===== src/rtl/mem_port_arbiter_pkg.sv =====
// Shared types and constants for the external memory port arbiter.
//   arbStateT : transaction sequencer states
//   srcT      : which requester owns the port (I-refill, D-line, uncached IO)
//   GNT_*     : bit positions of each requester in request/grant vectors
//   LEN_LINE / LEN_SINGLE : io_MemLen encodings (beats - 1)
package mem_port_arbiter_pkg;

  typedef enum logic [2:0] {
    StIdle,
    StAddr,
    StWdata,
    StWack,
    StRdata
  } arbStateT;

  typedef enum logic [1:0] {
    SRC_I  = 2'd0,
    SRC_D  = 2'd1,
    SRC_IO = 2'd2
  } srcT;

  localparam int unsigned GNT_I  = 0;
  localparam int unsigned GNT_D  = 1;
  localparam int unsigned GNT_IO = 2;

  localparam int unsigned BURST_LEN_DEF = 4;

  // io_MemLen is two bits wide, so a line is at most four beats.
  function automatic logic [1:0] lineLen(int unsigned burstLen);
    return 2'(burstLen - 1);
  endfunction

  localparam logic [1:0] LEN_LINE   = lineLen(BURST_LEN_DEF);
  localparam logic [1:0] LEN_SINGLE = 2'd0;

endpackage


===== src/rtl/mem_port_pick.sv =====
// Combinational requester picker for the memory port.
//   reqs  : {IO, D, I} request vector (positions GNT_IO/GNT_D/GNT_I)
//   ptr   : round-robin pointer, 1 = D wins an I/D tie, 0 = I wins
//   grant : one-hot grant, all zero when nothing is requested
// IO always wins; I and D share the port by the round-robin pointer.
module mem_port_pick
  import mem_port_arbiter_pkg::*;
(
  input  logic [2:0] reqs,
  input  logic       ptr,
  output logic [2:0] grant
);

  always_comb begin
    grant = '0;
    if (reqs[GNT_IO]) begin
      grant[GNT_IO] = 1'b1;
    end else if (reqs[GNT_I] && reqs[GNT_D]) begin
      if (ptr) begin
        grant[GNT_D] = 1'b1;
      end else begin
        grant[GNT_I] = 1'b1;
      end
    end else if (reqs[GNT_D]) begin
      grant[GNT_D] = 1'b1;
    end else if (reqs[GNT_I]) begin
      grant[GNT_I] = 1'b1;
    end
  end

endmodule


===== src/rtl/mem_port_arbiter.sv =====
// Shares the single external memory port between I-cache refill, D-cache
// refill/write-back and the uncached IO path.
//   clock, reset        : single clock, synchronous active-high reset
//   io_I*               : I-refill request/address, beat-valid and done
//   io_D*               : D refill/write-back request, write beat handshake,
//                         beat-valid and done
//   io_Io*              : uncached load/store request and done
//   io_RData            : shared read return (io_MemRdata passed through)
//   io_Mem*             : external port (address, write-data, read-data, ack)
//   io_ImissVld, io_DmissVld, io_IoBlk : pipeline freeze hints
// Each grant is sequenced Idle -> Addr -> (Wdata -> Wack | Rdata) -> Idle.
module mem_port_arbiter
  import mem_port_arbiter_pkg::*;
#(
  parameter int unsigned ADDR_W    = 32,
  parameter int unsigned DATA_W    = 64,
  parameter int unsigned BURST_LEN = BURST_LEN_DEF
) (
  input  logic              clock,
  input  logic              reset,
  input  logic              io_IReq,
  input  logic [ADDR_W-1:0] io_IAddr,
  output logic              io_IBeatVld,
  output logic              io_IDone,
  input  logic              io_DReq,
  input  logic              io_DWr,
  input  logic [ADDR_W-1:0] io_DAddr,
  input  logic [DATA_W-1:0] io_DWdata,
  output logic              io_DWdataRdy,
  output logic              io_DBeatVld,
  output logic              io_DDone,
  input  logic              io_IoReq,
  input  logic              io_IoWr,
  input  logic [ADDR_W-1:0] io_IoAddr,
  input  logic [DATA_W-1:0] io_IoWdata,
  output logic              io_IoDone,
  output logic [DATA_W-1:0] io_RData,
  output logic              io_MemReqVld,
  input  logic              io_MemReqRdy,
  output logic [ADDR_W-1:0] io_MemAddr,
  output logic              io_MemWr,
  output logic [1:0]        io_MemLen,
  output logic              io_MemWdataVld,
  input  logic              io_MemWdataRdy,
  output logic [DATA_W-1:0] io_MemWdata,
  input  logic              io_MemRdataVld,
  input  logic [DATA_W-1:0] io_MemRdata,
  input  logic              io_MemWrAck,
  output logic              io_ImissVld,
  output logic              io_DmissVld,
  output logic              io_IoBlk
);

  localparam logic [1:0] LenLine = lineLen(BURST_LEN);

  arbStateT          stateQ, stateD;
  srcT               srcQ, srcD;
  logic [ADDR_W-1:0] addrQ, addrD;
  logic              wrQ, wrD;
  logic [1:0]        lenQ, lenD;
  logic [1:0]        cntQ, cntD;
  logic              rrQ, rrD;     // 1 = D wins the next I/D tie

  logic [2:0] grant;
  logic       rdBeat, wrBeat, lastBeat, ackHit, done;

  mem_port_pick uPick (
    .reqs  ({io_IoReq, io_DReq, io_IReq}),
    .ptr   (rrQ),
    .grant (grant)
  );

  assign lastBeat = (cntQ == lenQ);
  assign rdBeat   = (stateQ == StRdata) && io_MemRdataVld;
  assign wrBeat   = (stateQ == StWdata) && io_MemWdataRdy;
  assign ackHit   = (stateQ == StWack) && io_MemWrAck;
  assign done     = (rdBeat && lastBeat) || ackHit;

  // State register
  always_ff @(posedge clock) begin
    if (reset) begin
      stateQ <= StIdle;
    end else begin
      stateQ <= stateD;
    end
  end

  // Next-state logic
  always_comb begin
    stateD = stateQ;
    case (stateQ)
      StIdle:  if (|grant) stateD = StAddr;
      StAddr:  if (io_MemReqRdy) stateD = wrQ ? StWdata : StRdata;
      StWdata: if (wrBeat && lastBeat) stateD = StWack;
      StWack:  if (io_MemWrAck) stateD = StIdle;
      StRdata: if (rdBeat && lastBeat) stateD = StIdle;
      default: stateD = StIdle;
    endcase
  end

  // Output logic
  always_comb begin
    io_MemReqVld   = (stateQ == StAddr);
    io_MemWdataVld = (stateQ == StWdata);
    io_MemWdata    = '0;
    if (stateQ == StWdata) begin
      io_MemWdata = (srcQ == SRC_D) ? io_DWdata : io_IoWdata;
    end
    io_IBeatVld  = rdBeat && (srcQ == SRC_I);
    io_DBeatVld  = rdBeat && (srcQ == SRC_D);
    io_DWdataRdy = wrBeat && (srcQ == SRC_D);
    io_IDone     = done && (srcQ == SRC_I);
    io_DDone     = done && (srcQ == SRC_D);
    io_IoDone    = done && (srcQ == SRC_IO);
  end

  // Transaction payload, beat counter and round-robin pointer
  always_comb begin
    srcD  = srcQ;
    addrD = addrQ;
    wrD   = wrQ;
    lenD  = lenQ;
    cntD  = cntQ;
    rrD   = rrQ;
    if (stateQ == StIdle) begin
      if (grant[GNT_IO]) begin
        srcD  = SRC_IO;
        addrD = io_IoAddr;
        wrD   = io_IoWr;
        lenD  = LEN_SINGLE;
      end else if (grant[GNT_D]) begin
        srcD  = SRC_D;
        addrD = io_DAddr;
        wrD   = io_DWr;
        lenD  = LenLine;
        rrD   = 1'b0;
      end else if (grant[GNT_I]) begin
        srcD  = SRC_I;
        addrD = io_IAddr;
        wrD   = 1'b0;
        lenD  = LenLine;
        rrD   = 1'b1;
      end
    end
    if ((stateQ == StAddr) && io_MemReqRdy) begin
      cntD = '0;
    end else if (rdBeat || wrBeat) begin
      cntD = cntQ + 2'd1;
    end
  end

  always_ff @(posedge clock) begin
    if (reset) begin
      srcQ  <= SRC_I;
      addrQ <= '0;
      wrQ   <= 1'b0;
      lenQ  <= '0;
      cntQ  <= '0;
      rrQ   <= 1'b1;
    end else begin
      srcQ  <= srcD;
      addrQ <= addrD;
      wrQ   <= wrD;
      lenQ  <= lenD;
      cntQ  <= cntD;
      rrQ   <= rrD;
    end
  end

  assign io_MemAddr = addrQ;
  assign io_MemWr   = wrQ;
  assign io_MemLen  = lenQ;
  assign io_RData   = io_MemRdata;

  assign io_ImissVld = io_IReq & ~io_IDone;
  assign io_DmissVld = io_DReq & ~io_DDone;
  assign io_IoBlk    = io_IoReq & ~io_IoDone;

endmodule


===== config.mk =====
export PLATFORM = sky130hd
export DESIGN_NAME = mem_port_arbiter
export DESIGN_NICKNAME = d
export VERILOG_FILES = /design/src/rtl/mem_port_arbiter_pkg.sv /design/src/rtl/mem_port_pick.sv /design/src/rtl/mem_port_arbiter.sv
export SDC_FILE = /design/constraint.sdc
export NUM_CORES = 1
export LEC_CHECK = 0
export ABC_AREA = 1
export BUFFER_PORTS_ARGS = -buffer_cell sky130_fd_sc_hd__buf_2
export CAP_MARGIN = 20
export CORE_AREA = 4 4 180 182
export CTS_CLUSTER_SIZE = 20
export DETAILED_ROUTE_END_ITERATION = 16
export DIE_AREA = 0 0 184 186
export PLACE_DENSITY = 0.39
export SYNTH_ARGS = -nofsm -noshare
export SYNTH_HDL_FRONTEND = slang
export SYNTH_SLANG_ARGS = --single-unit

===== constraint.sdc =====
create_clock -name clock -period 2.2 [get_ports clock]
set_input_delay 0.55 -clock clock [delete_from_list [all_inputs] [get_ports clock]]
set_output_delay 0.55 -clock clock [all_outputs]
set_load 0.01 [all_outputs]

; ---- Word-level counts from Yosys, hierarchy flattened
; Cells that the tools add are included.
[totals]
ff_bits = 43
input_bits = 299
out_inout_bits = 174
word_cells = 82
[classes]
addsub = 1
eq_ne = 12
muxes = 31
n_bitwise = 7
n_reduce_logical = 24
[ops]
columns = operator, n
row1 = 64-bit 2-to-1 mux, 2
row2 = 32-bit 2-to-1 mux, 3
row3 = 3-bit 2-to-1 mux, 6
row4 = 2-bit 2-to-1 mux, 8
row5 = 3-bit one-hot mux with 5 select lines, 1
row6 = 1-bit logical AND, 13
row7 = 1-bit 2-to-1 mux, 11
row8 = "3-bit by 2-bit == test with 1-bit output, second input constant", 2
row9 = "2-bit by 1-bit != test with 1-bit output, second input constant", 3
row10 = 5-bit AND reduction, 1
row11 = "2-bit != test, second input constant", 2
row12 = 1-bit inverter, 4
row13 = 1-bit bitwise AND, 3
row14 = "3-bit by 1-bit == test with 1-bit output, second input constant", 1
row15 = "3-bit == test, second input constant", 1
row16 = 3-bit logical NOT, 1
row17 = 3-bit AND reduction, 1
row18 = 3-bit nonzero test, 1
row19 = 3-bit OR reduction, 1
row20 = "2-bit by 1-bit adder with 2-bit output, second input constant", 1
row21 = "2-bit by 1-bit == test with 1-bit output, second input constant", 1
row22 = 2-bit == test, 1
row23 = "2-bit == test, second input constant", 1
row24 = 2-bit logical NOT, 1
row25 = other kinds (4), 5

; ---- Logic depth before layout (Yosys ltp)
; Gate-level depths: netlist of run 1.
[logic_depth]
depth_word = 7
depth_mapped = 10
depth_no_buf = 10

; ---- Modules after synthesis
; Synthesis of run 1 repeated with hierarchy kept, for this count alone.
[hier_totals]
hier_cells = 603
hier_area_um2 = 3723.6
[modules_own_cells]
columns = mod, instances, cells_each, area_each_um2, seq_area_each_um2
row1 = mem_port_arbiter, 1, 593, 3682.3, 840.8
row2 = mem_port_pick, 1, 10, 41.3, 0.0

; ---- Worst setup path before layout of run 1
; No wires, ideal clock.
[synth_path]
path_kind = flip-flop to output port
startpoint = reg stateQ[2]
endpoint = out io_ImissVld
arrival_time_ps = 1284
required_time_ps = 1650
setup_slack_ps = 366
stages_incl_launch_ff = 8
path_buffers = 0
path_cell_list = dfxtp_1 inv_1 nor3_1 nand2_1 nor2_1 a21oi_1 nor3_1 nor2_1
[synth_via]
elab_chain_len = 7
elab_cells_between_ends = 9
cone_classes = 2 x eq/ne / 2 x bitwise / 5 x reduce/logical
[synth_lines]
columns = item, line_no
row1 = start: declaration, mem_port_arbiter.sv:56  ; arbStateT stateQ, stateD;
row2 = start signal: assignment, mem_port_arbiter.sv:82  ; stateQ <= StIdle;
row3 = start signal: assignment, mem_port_arbiter.sv:84  ; stateQ <= stateD;
row4 = 3-bit == test, mem_port_arbiter.sv:74  ; assign rdBeat = (stateQ == StRdata) && io_MemRdataVld;
row5 = 1-bit logical AND, mem_port_arbiter.sv:74
row6 = 1-bit logical AND, mem_port_arbiter.sv:77  ; assign done = (rdBeat && lastBeat) || ackHit;
row7 = 1-bit logical OR *, mem_port_arbiter.sv:77
row8 = 1-bit logical AND *, mem_port_arbiter.sv:112  ; io_IDone = done && (srcQ == SRC_I);
row9 = net io_IDone, mem_port_arbiter.sv:24  ; output logic io_IDone,
row10 = 1-bit inverter *, mem_port_arbiter.sv:175  ; assign io_ImissVld = io_IReq & ~io_IDone;
row11 = 1-bit bitwise AND *, mem_port_arbiter.sv:175
row12 = end: declaration, mem_port_arbiter.sv:49  ; output logic io_ImissVld,
; The timed path passes the listed nets; every way through them passes the cells marked *.

; ---- Worst setup path in the final report of run 1
[layout_path]
startpoint = reg stateQ[2]
endpoint = out io_MemWdata[54]
[layout_via]
elab_chain_len = 2
[layout_lines]
columns = item, line_no
row1 = 3-bit by 2-bit == test with 1-bit output, mem_port_arbiter.sv:106  ; if (stateQ == StWdata) begin
row2 = 64-bit 2-to-1 mux, mem_port_arbiter.sv:106
row3 = end: declaration, mem_port_arbiter.sv:45  ; output logic [DATA_W-1:0] io_MemWdata,
; No other way between the ends.

==> impl_metrics.csv, run 1 <==
group,metric,value,unit
yosys,netlist.area_leader.share,0.2360,
routing,firstDrtPassIters,5,
yosys,synth_adder_area_share,0,
grt,grt_pass1_wl,36.39,mm
yosys,synth_nets,905,
yosys,synthMuxAreaShare,0,
yosys,synth-xor-area-share,0,
pwr,p_int,3.333,mW
timing,finalHoldViolations,0,
yosys,synth_edf_count,0,
timing,finalWorstSetupSlack,-0.04551,ns
routing,wl_met1,10.35,mm
yosys,synth_area,0.003562,sq mm
clock_network,clockBufferDepth,2,
routing,top_layer,"met5",
pwr,seqPwrFrac,0.187,
layout,syn_to_final_growth,86.48,%
timing,post-route-min-period,2.246,ns
yosys,synthTopCellsByArea,"dfxtp_1 (24%), nor2_1 (22%), buf_4 (14%), o21ai_0 (13%), a22oi_1 (5.9%)",
yosys,synth_ff_type,"dfxtp_1",
timing,period_share,1.021,
routing,drc_errors,0,
pwr,leakage,3.276,nW
routing,dr_wl_met3,2.834,mm
grt,grt_pass1_vias,5459,
routing,drt-total-wl,26.74,mm
floorplanning,initial_core_util,0.1165,
pwr,pwr_density_cell,952.5,mW/mm^2
placement,dp_cells,1268,
routing,routedWlPerCell,20.49,um
clock_network,clk_pin_slew,0.07,ns
worst_setup_path,crit_slowest_cell,"dfxtp_2",
timing,finClkSkew,0.003812,ns
yosys,ys_seq_elements,42,
clock_network,h-tree-depth,2,
yosys,syn_area_per_cell,5.878,sq um
pwr,p_clk_frac,0.121,
outcome,outcome,"finished with violations",
worst_setup_path,critical_path_class,"flip-flop to output port",
routing,first_iter_violations,191,
worst_setup_path,crit_chain,"inv_2 > buf_6 > nand2_4 > nor2_4 > buf_6 > buf_12 > buf_8 > o21ai_2 > nor2_1 > buf_2",
clock_network,cts_made_buffers,5,
floorplanning,die_area,0.03422,sq mm
clock_network,clkSinkCount,42,
floorplanning,num_rows,64,
clock_network,cts-root-buf,"clkbuf_16",
floorplanning,die_x,184,um
yosys,yosys_warnings,0,
timing,finalMaxSlewViolations,0,
yosys,yosysMostFrequentCell,"nor2_1",
pwr,vdd_drop_max,389.9,uV
yosys,synth_top_family_by_area,"simple AND/OR/NAND/NOR gates",
yosys,synth_async_sr_flop_share,0,
yosys,synth.distinct_cells,22,
floorplanning,core-area,0.03059,sq mm
grt,grt_max_degree,39,
placement,io_buffers,344,
yosys,syn_inst,606,
worst_setup_path,critPathRequiredTime,1.65,ns
yosys,synth_compound_area_frac,0.2564,
pwr,power_frac_comb,0.692,
worst_setup_path,arrival,1.70,ns
yosys,synth_top_cell_by_area,"dfxtp_1",
clock_network,holdBufCountCts,0,
min_path,hold_path.class,"flip-flop to flip-flop",
placement,pre_cts_ws,0.1362,ns
layout,fin_util,0.2172,
placement,dpl.hpwl,19.96,mm
routing,vias,5294,
routing,vias_per_cell,4.057,
timing,setup_viol,22,
pwr,swShare,0.4733,
grt,grt_overflow,0,
timing,rsz0062_at_grt,"true",
yosys,synthSimpleGateAreaFrac,0.2936,
yosys,ys_seq_area_frac,0.2360,
worst_setup_path,slowest_delay,0.32,ns
floorplanning,io_pins,473,
timing,slew_headroom,0.7007,
timing,fmax,0.4453,GHz
worst_setup_path,worst_path_most_repeated_cell,"buf_6",
outcome,violations,"negative setup slack",
worst_setup_path,startpoint_type,"flip-flop",
layout,drive_gt1_frac,0.5491,
worst_setup_path,critPathBufInv,6,
floorplanning,dieHeight,186,um
layout,stdcell_count,1305,
clock_network,clk_latency,0.30,ns
run,maxCapViolations,0,
timing,worst_pin_slew,0.4490,ns
worst_setup_path,setup.worst_path.end_class,"output port",
grt,grtUsageTotal,0.1454,
placement,routabilityCongestion,0.8164,
routing,wl_met2,12.77,mm
yosys,synth_commonest_cells,"nor2_1 (206), o21ai_0 (89), buf_4 (67)",
grt,grt_antenna_before_repair,5,
routing,drtAntennaViolNets,0,
worst_setup_path,crit_fanout,8,
worst_setup_path,crit_family,"buffers and inverters",
layout,fin_nets,1206,
pwr,switchingPower,2.995,mW
clock_network,cts_tree,"done",
-- worst min-delay path, stage by stage, from the launching register on --
cell and delay [ns]:
dfxtp_2 0.33, nand2_1 0.06, a21oi_1 0.05
-- layout by cell type, fill, tap and decap left out, types with 5 or more instances in the layout --
cell type,Yosys,routed
buf_2,12,319
nor2_1,206,173
o21ai_0,89,51
nand2_1,51,49
buf_4,67,36
a21oi_1,35,35
dfxtp_1,42,35
a22oi_1,28,28
nor2_2,1,22
o21ai_2,0,20
buf_6,3,20
o21ai_4,0,16
nor2_4,1,13
o21ai_1,10,12
inv_1,16,12
buf_12,0,12
buf_16,0,10
inv_2,4,7
nand3_1,6,6
clkbuf_16,0,5
-- power groups by stage --
stage	sequential (mW)	combinational (mW)	clock, mW
floorplan	1.25	1.62	0
global placement	1.17	3.16	0
detailed placement	1.17	3.14	0
CTS	1.17	4.23	0.812
global route	1.22	4.77	0.819
finish	1.19	4.38	0.765
-- final timing paths --
kind / startpoint / to / slack (ns) / cells after the start
min: cntQ[1] / cntQ[1] / 0.47 / 2
max reg2reg: stateQ[2] / io_MemAddr[28] / 0.32 / 12
max: stateQ[2] / io_MemWdata[54] / -0.05 / 10
min reg2reg: cntQ[1] / cntQ[1] / 0.47 / 2
-- cells by family (layout without fill, tap and decap cells) --
logic type	Yosys count	in the layout
buffers and inverters	126	427
flip-flops	42	42
other	0	2
AO/OA/AOI/OAI	167	167
AND/OR/NAND/NOR	271	271
-- area by class of cell --
type | instances | area [sq um]
antenna | 2 | 5.005
clock buffer | 6 | 128.9
clock inverter | 1 | 7.507
fill | 3536 | 23950
inverter | 20 | 77.57
multi-input combinational | 438 | 2401
sequential | 42 | 857.1
tap | 396 | 495.5
timing repair buffer | 400 | 2670
-- metal layers --
metal / vias up / track usage
li1: 2527 / -
met1: 2345 / 0.1664
met2: 376 / 0.2564
met3: 42 / 0.04827
met4: 4 / 0.04555
met5: - / 0
-- sequential cells by signal, summed over array words and instances (netlist names) --
name and flops:
io_MemAddr 32, srcQ 2, io_MemWr 1, io_MemLen 1
stateQ 3, cntQ 2, rrQ 1
-- metrics by stage --
step | hold slack, ns | area (sq um) | TNS, ns | power (mW)
after floorplan | 0.4426 | 3562 | 0 | 2.873
after global placement | 0.4699 | 5420 | 0 | 4.334
after detailed placement | 0.4738 | 5420 | 0 | 4.312
after CTS | 0.4832 | 6316 | -1.926 | 6.210
after global routing | 0.4928 | 6640 | -5.533 | 6.810
final | 0.4683 | 6643 | -0.4251 | 6.327
-- repair_timing --
item,CTS,global route
setup endpoints to repair,63,71
hold endpoints to repair,0,0
buffers inserted,14,7
pin swaps,42,36
gates resized for setup,145,64
gates cloned,11,0
(Power assumes the default switching activity.)
==> run 2: changes to the inputs <==
==> constraint.sdc (replaced) <==
create_clock -name clock -period 2.2 [get_ports clock]
set_input_delay 0.33 -clock clock [delete_from_list [all_inputs] [get_ports clock]]
set_output_delay 0.33 -clock clock [all_outputs]
set_load 0.01 [all_outputs]
==> run 2 against run 1 <==
  * The flow now finishes without violations
  * Setup slack better by 0.17 ns
  * Global-route usage down 2.2 points
  * Via count down 5.1%
  * Power down 19%
  * Largest cell class unchanged
==> impl_metrics.csv, run 2 (synthesis results as in run 1) <==
group,metric,value,unit
outcome,outcome,"complete, no violations",
min_path,hold_depth,3,
pwr,p_clk_frac,0.172,
worst_setup_path,rr_endpoint,"io_MemAddr[31]",
clock_network,clk_pin_slew,0.07,ns
timing,worst_pin_slew,0.4959,ns
timing,finClkSkew,0.009197,ns
floorplanning,die_area,0.03422,sq mm
routing,drc_errors,0,
clock_network,holdBufCountCts,0,
routing,vias_per_cell,3.943,
grt,grt_pass1_wl,31.66,mm
routing,drt-total-wl,23.59,mm
worst_setup_path,setup.worst_path.end_class,"output port",
layout,syn_to_final_growth,57.39,%
grt,grtUsageTotal,0.1232,
pwr,power_frac_comb,0.598,
floorplanning,initial_core_util,0.1165,
layout,multi_input_area,0.002002,sq mm
worst_setup_path,startpoint_type,"flip-flop",
layout,final_common_cell,"buf_2",
pwr,switchingPower,2.424,mW
layout,largest_reg_flops,32,
worst_setup_path,r2r_setup_slack,0.54,ns
clock_network,cts_made_buffers,5,
timing,fin_setup_tns,0,ns
worst_setup_path,critical_path_class,"flip-flop to output port",
placement,dpl.hpwl,19.18,mm
grt,grt_pass1_vias,5046,
timing,finalMaxSlewViolations,0,
floorplanning,die_x,184,um
timing,slew_headroom,0.6694,
clock_network,cts-root-buf,"clkbuf_16",
pwr,total_power,5.109,mW
timing,finalHoldViolations,0,
placement,routabilityCongestion,0.8357,
min_path,whs_endpoint,"io_MemAddr[10]",
clock_network,h-tree-depth,2,
pwr,leakage,2.997,nW
pwr,seqPwrFrac,0.230,
worst_setup_path,critPathRequiredTime,1.87,ns
routing,vias,5024,
routing,first_iter_violations,150,
routing,drtAntennaViolNets,0,
timing,period_share,0.9420,
worst_setup_path,crit_fanout,30,
grt,grt_max_degree,65,
worst_setup_path,timing.rr.start,"stateQ[1]",
floorplanning,num_rows,64,
pwr,pwr_density_cell,911.2,mW/mm^2
timing,rsz0062_at_grt,"true",
layout,most-common-layout-cells,"buf_2 (344), nor2_1 (201), o21ai_0 (89), nand2_1 (51), dfxtp_1 (40)",
layout,fin_nets,1173,
timing,fmax,0.4825,GHz
min_path,min_from,"io_IoAddr[10]",
clock_network,clockBufferDepth,2,
floorplanning,core-area,0.03059,sq mm
timing,post-route-min-period,2.072,ns
routing,routedWlPerCell,18.52,um
worst_setup_path,r2r_cells,10,
pwr,swShare,0.4746,
min_path,hold_path.class,"input port to flip-flop",
floorplanning,io_pins,473,
clock_network,clkSinkCount,42,
placement,io_buffers,344,
pwr,p_int,2.684,mW
routing,firstDrtPassIters,4,
pwr,vdd_drop_max,405.7,uV
worst_setup_path,arrival,1.74,ns
clock_network,cts_tree,"done",
clock_network,clk_latency,0.29,ns
layout,drive_gt1_frac,0.4480,
floorplanning,dieHeight,186,um
layout,fillCellCount,3635,
timing,setup_viol,0,
layout,seq_area,843.3,sq um
grt,grt_antenna_before_repair,3,
grt,grt_overflow,0,
run,maxCapViolations,0,
==> run 2: worst max path at each step <==
| stage | startpoint | end | slack [ns] | cells past startpoint |
|---|---|---|---|---|
| after floorplan | stateQ[2] | io_ImissVld | 0.59 | 7 |
| after global placement | stateQ[2] | io_IoBlk | 0.20 | 8 |
| after detailed placement | stateQ[2] | io_IoBlk | 0.24 | 8 |
| after CTS | srcQ[1] | io_MemWdata[63] | 0.006 | 6 |
| after global routing | stateQ[2] | io_MemWdata[6] | 0.007 | 7 |
| final | stateQ[2] | io_MemWdata[31] | 0.13 | 8 |
==> run 2: layout make-up <==
cell class | instances | area share
inverters | 20 | 0.01339
multi-input cells | 438 | 0.3571
diodes | 3 | 0.001339
repair buffers | 367 | 0.3597
well taps | 396 | 0.08837
clock inverters | 2 | 0.006695
flip-flops and latches | 42 | 0.1504
clock buffers | 6 | 0.02299
==> run 2: metal layers <==
metal / GRT usage / vias up / wire length (um)
met4: 0.03224 / 0 / 463
li1: - / 2451 / -
met3: 0.04593 / 21 / 2788
met1: 0.1463 / 2206 / 9466
met2: 0.2098 / 346 / 10870
met5: 0.001429 / - / 0
==> run 2: stage by stage <==
step	cells	hold slack (ns)	cell area (sq um)	utilization	setup WS, ns
2_1_floorplan	606	0.4426	3562	-	0.5864
3_3_place_gp	1258	0.4577	5308	0.1735	0.2041
3_5_place_dp	1258	0.4669	5308	0.1735	0.2389
4_1_cts	1266	0.2993	5482	0.1792	0.006048
5_1_grt	1272	0.3184	5602	0.1831	0.006910
6_report	1274	0.3095	5607	0.1833	0.1275
==> run 2: repair_timing <==
item / in CTS / in global routing
endpoints found under the setup margin: 3 / 12
resized for setup: 2 / 6
gates cloned: 0 / 2
pin swaps: 0 / 4
buffers inserted: 0 / 3
==> run 2: power by group through the flow <==
stage                     registers [mW]  clock network, mW  logic [mW]
after global placement              1.18                  0        2.97
after CTS                           1.17              0.919        2.98
final                               1.18              0.878        3.06
after global routing                1.21              0.950        3.41
after detailed placement            1.18                  0        2.96
after floorplan                     1.25                  0        1.62
==> run 2: worst max-delay path: stages (launching register included) <==
cell and delay (ns):
dfxtp_1 0.33, inv_1 0.09, nand2_1 0.10, nor2_4 0.19
buf_12 0.13, clkbuf_16 0.19, o21ai_0 0.10, nor2_1 0.16
buf_2 0.17
==> run 3: changes to the inputs <==
--- a/config.mk
+++ b/config.mk
@@ -5,13 +5,13 @@
 export SDC_FILE = /design/constraint.sdc
 export NUM_CORES = 1
 export LEC_CHECK = 0
-export ABC_AREA = 1
 export BUFFER_PORTS_ARGS = -buffer_cell sky130_fd_sc_hd__buf_2
 export CAP_MARGIN = 20
-export CORE_AREA = 4 4 180 182
+export CORE_AREA = 4 4 182 184
+export CTS_BUF_LIST = sky130_fd_sc_hd__clkbuf_16
 export CTS_CLUSTER_SIZE = 20
 export DETAILED_ROUTE_END_ITERATION = 16
-export DIE_AREA = 0 0 184 186
+export DIE_AREA = 0 0 186 188
 export PLACE_DENSITY = 0.39
 export SYNTH_ARGS = -nofsm -noshare
 export SYNTH_HDL_FRONTEND = slang
==> run 3 against run 2 <==
  * Setup slack worse by 0.015 ns
  * Power decreased by 40%
  * Synthesized cell count shrank 15%
  * Area after synthesis grew 5.4%
  * Clock skew down 0.00085 ns
  * Register-to-register slack got worse by 0.13 ns
==> impl_metrics.csv, run 3 <==
group,metric,value,unit
timing,finalHoldViolations,0,
worst_setup_path,setup.worst_path.end_class,"output port",
yosys,synth_ff_type,"dfxtp_1",
worst_setup_path,slowest_delay,0.37,ns
min_path,whs_endpoint,"io_MemAddr[12]",
worst_setup_path,crit_chain,"nand2b_1 > or2_2 > buf_4 > a21oi_1 > buf_2",
worst_setup_path,arrival,1.76,ns
timing,post-route-min-period,2.087,ns
worst_setup_path,timing.rr.start,"stateQ[2]",
min_path,hold_depth,3,
timing,rsz0062_at_grt,"false",
yosys,synth_nets,812,
grt,grt_antenna_before_repair,2,
clock_network,cts_tree,"done",
grt,grt_pass1_wl,28.66,mm
worst_setup_path,r2r_setup_slack,0.41,ns
timing,setup_viol,0,
yosys,synth_edf_count,0,
layout,fillCellCount,3657,
clock_network,clockBufferDepth,2,
run,maxCapViolations,0,
timing,worst_pin_slew,0.7568,ns
min_path,hold_path.class,"input port to flip-flop",
yosys,syn_inst,513,
grt,grt_overflow,0,
routing,drc_errors,0,
layout,fin_nets,1067,
worst_setup_path,critPathBufInv,2,
yosys,synth_async_sr_flop_share,0,
grt,grt_pass1_vias,4541,
min_path,min_from,"io_IoAddr[12]",
routing,drt-total-wl,21.07,mm
clock_network,clkSinkCount,42,
floorplanning,die_x,186,um
timing,finalMaxSlewViolations,0,
floorplanning,dieHeight,188,um
clock_network,cts-root-buf,"clkbuf_16",
floorplanning,num_rows,65,
yosys,synth.distinct_cells,44,
yosys,netlist.area_leader.share,0.2239,
placement,dp_cells,1163,
worst_setup_path,critPathRequiredTime,1.87,ns
yosys,yosysMostFrequentCell,"nand2_1",
placement,dpl.hpwl,17.46,mm
worst_setup_path,crit_slowest_cell,"dfxtp_1",
clock_network,holdBufCountCts,0,
layout,largest_reg_flops,32,
layout,most-common-layout-cells,"buf_2 (344), nand2_1 (133), a21oi_1 (75), dfxtp_1 (39), a22oi_1 (27)",
yosys,synthTopCellsByArea,"dfxtp_1 (22%), nand2_1 (13%), buf_4 (13%), a21oi_1 (10%), o221ai_2 (7.6%)",
grt,grt_max_degree,68,
floorplanning,initial_core_util,0.1196,
timing,fin_setup_tns,0,ns
timing,period_share,0.9489,
pwr,vdd_drop_max,316.0,uV
worst_setup_path,crit_fanout,11,
layout,final_common_cell,"buf_2",
worst_setup_path,critical_path_class,"flip-flop to output port",
outcome,outcome,"complete, no violations",
placement,io_buffers,344,
floorplanning,core-area,0.03139,sq mm
yosys,synth_top_cell_by_area,"dfxtp_1",
placement,pre_cts_ws,0.2212,ns
yosys,synth_area,0.003756,sq mm
floorplanning,io_pins,473,
routing,vias_per_cell,3.972,
pwr,leakage,2.701,nW
worst_setup_path,startpoint_type,"flip-flop",
grt,grtUsageTotal,0.1080,
worst_setup_path,crit_family,"simple AND/OR/NAND/NOR gates",
worst_setup_path,r2r_cells,5,
worst_setup_path,rr_endpoint,"io_MemWr",
floorplanning,die_area,0.03497,sq mm
routing,routedWlPerCell,17.98,um
pwr,pwr_density_cell,550.8,mW/mm^2
yosys,syn_area_per_cell,7.322,sq um
timing,fmax,0.4790,GHz
routing,vias,4655,
yosys,ys_seq_elements,42,
clock_network,cts_made_buffers,5,
routing,first_iter_violations,148,
yosys,ys_seq_area_frac,0.2239,
timing,finalWorstSetupSlack,0.1125,ns
yosys,synth_commonest_cells,"nand2_1 (134), a21oi_1 (78), buf_4 (66)",
yosys,yosys_warnings,0,
layout,drive_gt1_frac,0.5397,
routing,drtAntennaViolNets,0,
routing,firstDrtPassIters,6,
layout,syn_to_final_growth,48.03,%
timing,finClkSkew,0.008350,ns
clock_network,h-tree-depth,2,
placement,routabilityCongestion,0.7591,
layout,stdcell_count,1172,
clock_network,clk_pin_slew,0.07,ns
clock_network,clk_latency,0.29,ns
timing,hold-worst-slack,0.2467,ns
timing,slew_headroom,0.4921,
==> run 3: per-stage QoR <==
stage	instance area [sq um]	util	power, mW
after floorplan	3756	-	1.880
after global placement	5401	0.1721	2.341
after detailed placement	5401	0.1721	2.344
after CTS	5552	0.1768	3.127
after global routing	5558	0.1770	3.274
final	5560	0.1771	3.062
==> run 3: cell type report <==
| cell class | instances | area, sq um | share of cell area |
|---|---|---|---|
| flip-flops and latches | 42 | 844.6 | 0.1519 |
| well taps | 402 | 503.0 | 0.09046 |
| repair buffers | 359 | 1897 | 0.3411 |
| clock buffers | 5 | 125.1 | 0.02250 |
| inverters | 3 | 11.26 | 0.002025 |
| diodes | 1 | 2.502 | 0.0004500 |
| multi-input cells | 357 | 2161 | 0.3886 |
| clock inverters | 3 | 16.27 | 0.002925 |
==> run 3: how the worst max path moves through the flow <==
stage / from / endpoint / slack, ns / cells after the start
after floorplan: stateQ[0] / io_MemWdata[54] / 0.48 / 6
after global placement: srcQ[0] / io_MemWdata[4] / 0.23 / 5
after detailed placement: srcQ[0] / io_MemWdata[4] / 0.22 / 5
after CTS: srcQ[1] / io_MemWdata[9] / 0.004 / 6
after global routing: stateQ[0] / io_ImissVld / 0.0002 / 5
final: stateQ[0] / io_MemWdata[9] / 0.11 / 5
==> run 3: power breakdown <==
part / switching, mW / internal, mW
Sequential: 0.0926 / 0.880
Clock: 0.338 / 0.416
Combinational: 0.762 / 0.574
==> run 3: routing by layer <==
layer / global-route usage / share of wire
met2: 0.2011 / 0.51
met1: 0.1085 / 0.34
met5: 0 / 0
met3: 0.04636 / 0.13
met4: 0.02971 / 0.023
==> run 3: worst min-delay path: cells and delay by family <==
kind / cells / cell delay (ns)
buffers and inverters: 1 / 0.08
AOI/OAI and AO/OA: 2 / 0.10
==> run 3: cells by family (layout without fill, tap and decap cells) <==
family / count (synthesis) / in the layout / synth area share
xor+xnor: 1 / 1 / 0.002332
other cells: 0 / 1 / 0
mux: 7 / 7 / 0.01865
simple gates: 178 / 178 / 0.2072
buf+inv: 114 / 370 / 0.2069
flops: 42 / 42 / 0.2239
compound gates: 171 / 171 / 0.3411
==> run 3: what timing repair did <==
| item | in CTS | in global routing |
|---|---|---|
| buffers inserted | 0 | 0 |
| endpoints found under the hold margin | 0 | 0 |
| endpoints found under the setup margin | 4 | 10 |
| gates resized for setup | 3 | 3 |
